## config.mk

```make
export PLATFORM = sky130hd
export DESIGN_NAME = inst_fetch_if
export DESIGN_NICKNAME = d
export VERILOG_FILES = /design/src/rtl/inst_fetch_if.sv
export SDC_FILE = /design/constraint.sdc
export NUM_CORES = 1
export LEC_CHECK = 0
export CAP_MARGIN = 20
export CORE_MARGIN = 2
export CORE_UTILIZATION = 49
export CTS_BUF_LIST = sky130_fd_sc_hd__clkbuf_8
export CTS_CLUSTER_SIZE = 12
export DETAILED_ROUTE_END_ITERATION = 10
export GPL_ROUTABILITY_DRIVEN = 0
export PLACE_DENSITY = 0.95
export SLEW_MARGIN = 10
export SYNTH_ARGS = -nofsm -noshare
export SYNTH_HDL_FRONTEND = slang
export SYNTH_SLANG_ARGS = --single-unit
export TNS_END_PERCENT = 10
```

## constraint.sdc

```tcl
create_clock -name clk -period 4.7 [get_ports clk]
set_input_delay 0.94 -clock clk [delete_from_list [all_inputs] [get_ports clk]]
set_output_delay 0.94 -clock clk [all_outputs]
set_load 0.005 [all_outputs]
```

## src/rtl/inst_fetch_if.sv

```systemverilog
// Instruction fetch interface: issues one word read per instruction on an SRAM-like bus
// and hands the result to decode over a valid/ready handshake, with redirect flush support.
module inst_fetch_if #(
   parameter int ADDR_W = 32,
   parameter int DATA_W = 32
) (
   input  logic              clk,
   input  logic              resetn,
   input  logic [ADDR_W-1:0] pc_i,
   input  logic              fetch_en,
   input  logic              flush,
   input  logic              id_ready_i,
   output logic              inst_valid_o,
   output logic [DATA_W-1:0] inst_o,
   output logic [ADDR_W-1:0] pc_o,
   output logic              exc_adel_o,
   output logic              pc_advance_o,
   output logic              inst_req,
   output logic              inst_wr,
   output logic [1:0]        inst_size,
   output logic [ADDR_W-1:0] inst_addr,
   input  logic              inst_addr_ok,
   input  logic              inst_data_ok,
   input  logic [DATA_W-1:0] inst_rdata
);

   typedef enum logic [2:0] {
      IDLE,
      ADDR,
      DATA,
      DISCARD,
      VALID
   } state_t;

   state_t            state, next_state;
   logic              kill_q;
   logic [ADDR_W-1:0] addr_q;
   logic [DATA_W-1:0] inst_q;
   logic [ADDR_W-1:0] pc_q;
   logic              exc_q;
   logic              misaligned;

   assign misaligned = (pc_i[1:0] != 2'b00);

   always_ff @(posedge clk or negedge resetn) begin
      if (!resetn) begin
         state <= IDLE;
      end else begin
         state <= next_state;
      end
   end

   always_comb begin
      next_state = state;
      case (state)
         IDLE: begin
            if (fetch_en && !flush) begin
               next_state = misaligned ? VALID : ADDR;
            end
         end
         ADDR: begin
            if (inst_addr_ok) begin
               next_state = (kill_q || flush) ? DISCARD : DATA;
            end
         end
         DATA: begin
            if (inst_data_ok) begin
               next_state = flush ? IDLE : VALID;
            end else if (flush) begin
               next_state = DISCARD;
            end
         end
         DISCARD: begin
            if (inst_data_ok) begin
               next_state = IDLE;
            end
         end
         VALID: begin
            if (flush || id_ready_i) begin
               next_state = IDLE;
            end
         end
         default: next_state = IDLE;
      endcase
   end

   // kill_q remembers a redirect seen before the response arrives so that response is dropped.
   always_ff @(posedge clk or negedge resetn) begin
      if (!resetn) begin
         kill_q <= 1'b0;
         addr_q <= '0;
         inst_q <= '0;
         pc_q   <= '0;
         exc_q  <= 1'b0;
      end else begin
         case (state)
            IDLE: begin
               if (fetch_en && !flush) begin
                  addr_q <= pc_i;
                  if (misaligned) begin
                     exc_q  <= 1'b1;
                     inst_q <= '0;
                     pc_q   <= pc_i;
                  end
               end
            end
            ADDR: begin
               kill_q <= kill_q | flush;
            end
            DATA: begin
               if (inst_data_ok && !flush) begin
                  inst_q <= inst_rdata;
                  pc_q   <= addr_q;
                  exc_q  <= 1'b0;
               end else if (flush && !inst_data_ok) begin
                  kill_q <= 1'b1;
               end
            end
            DISCARD: begin
               if (inst_data_ok) begin
                  kill_q <= 1'b0;
               end
            end
            VALID: begin
               if (flush || id_ready_i) begin
                  exc_q <= 1'b0;
               end
            end
            default: ;
         endcase
      end
   end

   assign inst_req     = (state == ADDR);
   assign inst_valid_o = (state == VALID);
   assign pc_advance_o = (state == VALID) && id_ready_i && !flush;
   assign inst_addr    = addr_q;
   assign inst_o       = inst_q;
   assign pc_o         = pc_q;
   assign exc_adel_o   = exc_q;
   assign inst_wr      = 1'b0;
   assign inst_size    = 2'b10;

endmodule

```

==> out/qor.csv, run 1 <==
metric,value,unit
status,"finished, final reports clean",
CTS tree,built,
Setup-failing EPs final,0,
Post-CTS Setup Inserts,0,
number of H-tree levels,3,
crit-path max FO,9,
setup TNS,0,ns
die width,101,um
initial antenna violation count,0,
Hold Path Class,flip-flop to flip-flop,
"Hold Violations, Final",0,
die area,0.0102,mm^2
Clk pwr share,12.3,%
FILL cells,636,
final period utilization,71.1,%
"non-filler cells, final",636,
first-pass GRT wire length,17800,um
Ys Warns,0,
Mapped Cells,363,
register share of total power,38.5,%
DP Area,0.00630,mm^2
WP data arrival,2.40,ns
sequential area share after synthesis,55.1,%
clock tree sinks,101,
DR vias,3410,
core area,0.00915,mm^2
Internal,2870,uW
Critical R2R Launch,state[0],
reg2reg path depth,5,
maxcap violations,0,
Clock transition at path regs,0.09,ns
die span in y,101,um
Max Clock Skew,0.0148,ns
leakage,0.00267,uW
root buffer cell,clkbuf_8,
Netlist cell types,33,
WS Path Type,input port to output pin,
initial DRC count,133,
CP startpoint kind,input port,
R2R setup slack,1.73,ns
Most used DFF post-synth,dfrtp_1,
DRC viols,0,
CP Launch Point,flush,
Final Max Slew Viols,0,
Finished Cell Area,0.00648,mm^2
Critical Path End Type,output pin,
sw frac,31.7,%
Worst VDD drop,301,uV
share of cells above drive strength 1,23.8,%
power per cell area,650,mW/mm^2
clk buf depth,2,
R2R Path End,pc_o[6],
pre-CTS WS,1.26,ns
Routed WL,11000,um
max_slew headroom,43.3,%
Post-synth ARST share,100,%
# diodes,0,
area grow syn2layout,41.2,%
Yosys reg bits,101,
crit path to,pc_advance_o,
number of buffers created by CTS,9,
overall global routing resource usage,22.1,%
Clock Latency Late Sink,0.35,ns
vias in the first global route,3592,
post-route ant nets,0,
row cnt,35,
Total Nets Final,593,
Worst Tran Pin Value,0.847,ns
cts hold-fix bufs,0,
I/O pin count,174,
Achievable Freq,299,MHz
WL/cell,17.3,um
combinational fraction of design power,49.2,%
grt ovf,0,
syn_area_per_cell,12.6,um^2
post_cts resized,0,
Switching Power,1330,uW
DP Wirelength,7830,um
min cycle time layout,3.34,ns
"EDFF count, synth",0,
Port Buf Inserts,170,
RSZ-0062 raised after global routing,false,
CP required,3.76,ns
DR pass1 iterations,4,
DR vias/cell,5.36,
Placed Instances,622,
Synth Cell Area,0.00459,mm^2
setup slack after layout,1.36,ns
Starting Density,50.1,%
largest net degree at the start of global routing,63,
-- cells in the mapped netlist, types with 2 or more instances --
| cell | n | area share (%) |
|---|---|---|
| dfrtp_1 | 101 | 55 |
| inv_1 | 35 | 2.9 |
| o21ai_1 | 2 | 0.22 |
| mux2_2 | 79 | 19 |
| conb_1 | 2 | 0.16 |
| buf_4 | 11 | 1.8 |
| buf_2 | 6 | 0.65 |
| nand2b_1 | 4 | 0.55 |
| clkbuf_1 | 10 | 0.82 |
| o21ai_0 | 34 | 3.7 |
| a21oi_1 | 2 | 0.22 |
| nand4_1 | 32 | 4.4 |
| nor2_1 | 7 | 0.57 |
| a31oi_1 | 2 | 0.27 |
| mux2_4 | 17 | 5.6 |
| buf_6 | 2 | 0.49 |
-- routing by layer --
| metal | routed length (um) | share of wire, % | GRT usage (%) | vias to the layer above |
|---|---|---|---|---|
| met1 | 4670 | 42 | 28.4 | 1697 |
| met2 | 5480 | 50 | 37.7 | 124 |
| met4 | 170 | 1.5 | 5.37 | 0 |
| met5 | 0 | 0 | 0 | - |
| li1 | - | - | - | 1575 |
| met3 | 669 | 6.1 | 5.34 | 14 |
-- how the worst min path moves through the flow --
stage               startpoint    endpoint  slack [ns]  cells past startpoint
floorplan           exc_adel_o  exc_adel_o        0.48                      2
global route          pc_o[31]    pc_o[31]        0.54                      1
finish              exc_adel_o  exc_adel_o        0.50                      2
CTS                 exc_adel_o  exc_adel_o        0.50                      2
detailed placement  exc_adel_o  exc_adel_o        0.48                      2
global placement    exc_adel_o  exc_adel_o        0.48                      2
-- critical path: stages --
cell and delay (ns):
clkdlybuf4s50_1 0.58, nor4b_1 0.33, clkdlybuf4s50_1 0.55
-- cell families after synthesis --
family	Yosys count	synth area share (%)
multiplexers	96	25.0
other	2	0.164
flip-flops	101	55.1
AO/OA/AOI/OAI	45	5.40
buffers and inverters	66	7.04
AND/OR/NAND/NOR	53	7.36
-- per-stage QoR --
step                      utilization [%]  hold slack (ns)  power (uW)
final                                70.8            0.499        4210
after global routing                 70.8            0.538        4480
after CTS                            70.8            0.505        4250
after detailed placement             68.8            0.484        3720
after global placement               68.8            0.483        3620
after floorplan                         -            0.480        2580
-- registers in the layout, summed over array words and instances (netlist names) --
signal	cells
pc_o	32
kill_q	1
exc_adel_o	1
state	3
inst_o	32
inst_addr	32
-- power by group through the flow --
| stage | clock [uW] | combinational, uW | sequential, uW |
|---|---|---|---|
| floorplan | 0 | 978 | 1600 |
| detailed placement | 0 | 2090 | 1630 |
| global placement | 0 | 2010 | 1600 |
| global route | 570 | 2240 | 1680 |
| CTS | 531 | 2100 | 1620 |
| finish | 519 | 2070 | 1620 |
-- cells in the final DEF (no fill, tap or decap), drive strengths merged --
cell type	synthesis	final
clkdlybuf4s50	0	169
dfrtp	101	101
mux2	96	96
inv	36	37
o21ai	36	36
nand4	32	32
clkbuf	10	9
buf	20	8
nor2	8	8
nand2b	5	5
conb	2	3
a21oi	2	2
a31oi	2	2
nor4	2	2
clkinv	0	2
and3	1	1
nor4b	1	1
nor2b	1	1
o21ba	1	1
nand2	1	1
nand3	1	1
o22ai	1	1
a221oi	1	1
o311a	1	1
o32a	1	1
or2	1	1
bufinv	0	1
clkinvlp	0	1
-- area by class of cell --
class / instances / area [um^2] / share of cell area [%]
clock buffers: 9 / 124 / 1.91
clock inverters: 5 / 55.1 / 0.850
inverters: 36 / 135 / 2.09
multi-input cells: 197 / 1740 / 26.9
flip-flops and latches: 101 / 2530 / 39.0
well taps: 111 / 139 / 2.14
repair buffers: 177 / 1750 / 27.0
No activity file was read; power rests on OpenSTA's default activity.
==> run 2, diff against run 1 <==
Settings changed: CORE_UTILIZATION 49 to 41, PLACE_DENSITY 0.95 to 0.9.
Clock period 4.7 ns to 3 ns, I/O delays scaled along.
==> out/qor.csv, run 2 (synthesized netlist as in run 1, its figures left out) <==
metric,value,unit,change
die width,110,um,was 101 um
clk buf depth,2,,unchanged
WP data arrival,2.13,ns,was 2.40 ns
Achievable Freq,366,MHz,
cts hold-fix bufs,0,,unchanged
DR pass1 iterations,4,,unchanged
post-route ant nets,0,,unchanged
maxcap violations,0,,unchanged
Routed WL,11500,um,was 11000 um
final period utilization,91.0,%,
CP required,2.40,ns,was 3.76 ns
DP Wirelength,8430,um,was 7830 um
initial antenna violation count,1,,was 0
leakage,0.00272,uW,was 0.00267 uW
grt ovf,0,,unchanged
final core utilization,60.5,%,was 70.8%
WL/cell,17.2,um,was 17.3 um
Worst Tran Pin Value,0.838,ns,was 0.847 ns
post_cts resized,0,,unchanged
Hold Path Class,input port to async pin,,was flip-flop to flip-flop
Fin Hold WS,0.333,ns,was 0.499 ns
Port Buf Inserts,170,,unchanged
die span in y,110,um,was 101 um
share of cells above drive strength 1,24.3,%,was 23.8%
initial DRC count,211,,was 133
DR vias,3416,,was 3410
"commonest non-fill, non-tap cell in the layout",clkdlybuf4s50_1,,unchanged
Max Clock Skew,0.00460,ns,was 0.0148 ns
RSZ-0062 raised after global routing,false,,unchanged
largest net degree at the start of global routing,65,,was 63
number of buffers created by CTS,9,,unchanged
CP startpoint kind,flip-flop,,was input port
# diodes,0,,unchanged
crit-path max FO,15,,was 9
setup TNS,0,ns,unchanged
WS Path Type,flip-flop to output pin,,was input port to output pin
Critical Path End Type,output pin,,unchanged
Starting Density,42.1,%,was 50.1%
area grow syn2layout,43.7,%,was 41.2%
Post-CTS Setup Inserts,0,,unchanged
Setup-failing EPs final,0,,unchanged
Clock Latency Late Sink,0.35,ns,about the same
CTS tree,built,,unchanged
DRC viols,0,,unchanged
overall global routing resource usage,19.2,%,was 22.1%
first-pass GRT wire length,17700,um,was 17800 um
core area,0.0109,mm^2,was 0.00915 mm^2
"commonest non-fill, non-tap cells in the layout","clkdlybuf4s50_1, dfrtp_1, mux2_2",,unchanged
root buffer cell,clkbuf_8,,unchanged
max_slew headroom,44.2,%,was 43.3%
Clock transition at path regs,0.09,ns,about the same
"Hold Violations, Final",0,,unchanged
die area,0.0121,mm^2,was 0.0102 mm^2
row cnt,38,,was 35
number of H-tree levels,3,,unchanged
power per cell area,1010,mW/mm^2,was 650 mW/mm^2
status,"finished, final reports clean",,unchanged
I/O pin count,174,,unchanged
min cycle time layout,2.73,ns,
clock tree sinks,101,,unchanged
vias in the first global route,3499,,was 3592
Total Nets Final,597,,was 593
DR vias/cell,5.09,,was 5.36
Final Max Slew Viols,0,,unchanged
Worst VDD drop,480,uV,was 301 uV
run 2: per-layer routing:
layer	track usage (%)	up-vias	share of wire (%)
met3	3.14	24	4.5
met4	8.32	2	2.6
li1	-	1588	-
met5	0	-	0.11
met2	32.2	108	52
met1	24.4	1694	41
run 2: worst max-delay path: stages (launching register included):
cell and delay, ns:
dfrtp_1 0.56, nand2b_1 0.30, nor4b_1 0.34, clkdlybuf4s50_1 0.58
run 2: cell type report:
type,count,area [um^2]
fill,891,4300
tap,140,175
clock buffer,13,179
sequential,101,2530
inverter,36,135
timing repair buffer,181,1820
clock inverter,3,11.3
multi-input combinational,197,1740
run 2: final timing paths:
check	from	to	slack (ns)	cells past startpoint
max in group asynchronous	resetn	inst_addr[21]	1.98	2
setup / recovery	state[1]	pc_advance_o	0.27	3
setup reg to reg	state[1]	pc_o[8]	0.67	5
min in group clk	pc_o[0]	pc_o[0]	0.51	1
hold reg to reg	pc_o[0]	pc_o[0]	0.51	1
hold / removal	resetn	inst_o[12]	0.33	1
run 2: where the power goes:
part           leakage (uW)  internal [uW]  switching (uW)
clock network      0.000109            385             432
logic               0.00135           2120            1170
registers           0.00125           2050             504
run 2: metrics by stage:
stage / cell area, um^2 / setup WS, ns / total power (uW) / instances
2_1_floorplan: 4590 / 1.04 / 4050 / 364
3_3_place_gp: 6400 / 0.476 / 5750 / 655
3_5_place_dp: 6400 / 0.449 / 5900 / 655
4_1_cts: 6590 / 0.249 / 6750 / 671
5_1_grt: 6590 / 0.138 / 7100 / 671
6_report: 6590 / 0.270 / 6670 / 671
==> run 3, diff against run 2 <==
Settings changed: ABC_CLOCK_PERIOD_IN_PS set to 3390, CORE_UTILIZATION 41 to 49, PLACE_DENSITY 0.9 to 0.95.
Clock period 3 ns to 3.39 ns, I/O delays scaled along.
==> out/qor.csv, run 3 (synthesized netlist as in run 1, its figures left out) <==
metric,value,unit,change
min cycle time layout,2.91,ns,
DP Wirelength,7820,um,was 8430 um
vias in the first global route,3677,,was 3499
Post-CTS Setup Inserts,0,,unchanged
die area,0.0102,mm^2,was 0.0121 mm^2
post-route ant nets,0,,unchanged
Routed WL,11200,um,was 11500 um
area grow syn2layout,41.9,%,was 43.7%
"commonest non-fill, non-tap cell in the layout",clkdlybuf4s50_1,,unchanged
root buffer cell,clkbuf_8,,unchanged
RSZ-0062 raised after global routing,false,,unchanged
initial antenna violation count,0,,was 1
WL/cell,17.4,um,was 17.2 um
Worst VDD drop,446,uV,was 480 uV
DR vias/cell,5.42,,was 5.09
crit-path max FO,9,,was 15
max incr delay on CP,0.60,ns,was 0.58 ns
M1 wire length,4480,um,was 4760 um
maxcap violations,0,,unchanged
clk buf depth,2,,unchanged
max_slew headroom,44.4,%,was 44.2%
Achievable Freq,344,MHz,
Critical Path End Type,output pin,,unchanged
number of buffers created by CTS,9,,unchanged
Port Buf Inserts,170,,unchanged
Hold Path Class,input port to async pin,,unchanged
Critical R2R Launch,state[0],,was state[1]
Max Clock Skew,0.0178,ns,was 0.00460 ns
Crit-path slowest cell,clkdlybuf4s50_1,,unchanged
status,"finished, final reports clean",,unchanged
DR pass1 iterations,6,,was 4
number of H-tree levels,3,,unchanged
R2R setup slack,0.96,ns,was 0.67 ns
grt ovf,0,,unchanged
leakage,0.00268,uW,was 0.00272 uW
share of cells above drive strength 1,24.4,%,was 24.3%
cts hold-fix bufs,0,,unchanged
CTS tree,built,,unchanged
core area,0.00915,mm^2,was 0.0109 mm^2
CP Cell Sequence,clkdlybuf4s50_1 > nor4b_1 > clkdlybuf4s50_1,,was nand2b_1 > nor4b_1 > clkdlybuf4s50_1
CP startpoint kind,input port,,was flip-flop
power per cell area,900,mW/mm^2,was 1010 mW/mm^2
Crit path max-delay family,buffers and inverters,,was simple AND/OR/NAND/NOR gates
setup TNS,0,ns,unchanged
WL met3,695,um,was 522 um
Sequential Area,0.00253,mm^2,unchanged
# diodes,0,,unchanged
initial DRC count,176,,was 211
Clock transition at path regs,0.11,ns,was 0.09 ns
area of the multi-input gates,0.00174,mm^2,unchanged
Clock Latency Late Sink,0.35,ns,about the same
WS Path Type,input port to output pin,,was flip-flop to output pin
overall global routing resource usage,22.5,%,was 19.2%
DR vias,3466,,was 3416
DR WL met2,5800,um,was 5950 um
post_cts resized,0,,unchanged
top routing layer in use,met4,,was met5
"non-filler cells, final",640,,was 671
CP required,2.71,ns,was 2.40 ns
"Hold Violations, Final",0,,unchanged
reg2reg path depth,7,,was 5
"most used cell, CP",clkdlybuf4s50_1,,
Placed Instances,624,,was 655
WP data arrival,2.23,ns,was 2.13 ns
Worst Tran Pin Value,0.831,ns,was 0.838 ns
FILL cells,644,,was 891
Starting Density,50.1,%,was 42.1%
die span in y,101,um,was 110 um
"commonest non-fill, non-tap cells in the layout","clkdlybuf4s50_1, dfrtp_1, mux2_2",,unchanged
I/O pin count,174,,unchanged
largest net degree at the start of global routing,52,,was 65
row cnt,35,,was 38
final period utilization,85.7,%,
R2R Path End,inst_o[3],,was pc_o[8]
first-pass GRT wire length,18000,um,was 17700 um
Setup-failing EPs final,0,,unchanged
DRC viols,0,,unchanged
WP buf/inv,2,,was 1
die width,101,um,was 110 um
clock tree sinks,101,,unchanged
Final Max Slew Viols,0,,unchanged
Total Nets Final,595,,was 597
## run 3: changes by cell type in the layout (fill, tap and decap cells not counted), sizes merged
cell	change
buf	-2
clkbuf	-2
clkinvlp	+3
inv	-1
## run 3: layer usage
layer  vias to the layer above  GRT usage (%)
li1                       1576              -
met1                      1730           27.0
met2                       143           40.7
met3                        17           4.72
met4                         0           6.53
met5                         -              0
## run 3: worst max-delay path by stage
stage | from | endpoint | slack (ns) | cells past startpoint
floorplan | flush | pc_o[14] | 1.35 | 8
global placement | flush | pc_advance_o | 0.64 | 3
detailed placement | flush | inst_o[24] | 0.52 | 7
CTS | flush | pc_advance_o | 0.53 | 3
global route | flush | pc_advance_o | 0.47 | 3
finish | flush | pc_advance_o | 0.48 | 3
## run 3: final cells by class
type                       instances  area share [%]
sequential                       101            38.8
multi-input combinational        197            26.8
inverter                          36            2.08
timing repair buffer             179            27.3
tap                              111            2.13
clock inverter                     5           0.538
clock buffer                      11            2.33
## run 3: per-stage QoR
step	utilization (%)	total power (uW)	worst slack, ns	hold slack (ns)	instance area [um^2]
after floorplan	-	3580	1.35	0.382	4590
after global placement	69.1	5040	0.637	0.479	6320
after detailed placement	69.1	5180	0.524	0.495	6320
after CTS	71.1	5920	0.532	0.352	6510
after global routing	71.1	6240	0.469	0.392	6510
final	71.1	5860	0.485	0.338	6510
## run 3: where the power goes
| part | internal, uW | switching [uW] |
|---|---|---|
| sequential | 1810 | 418 |
| combinational | 1850 | 1060 |
| clock | 308 | 409 |
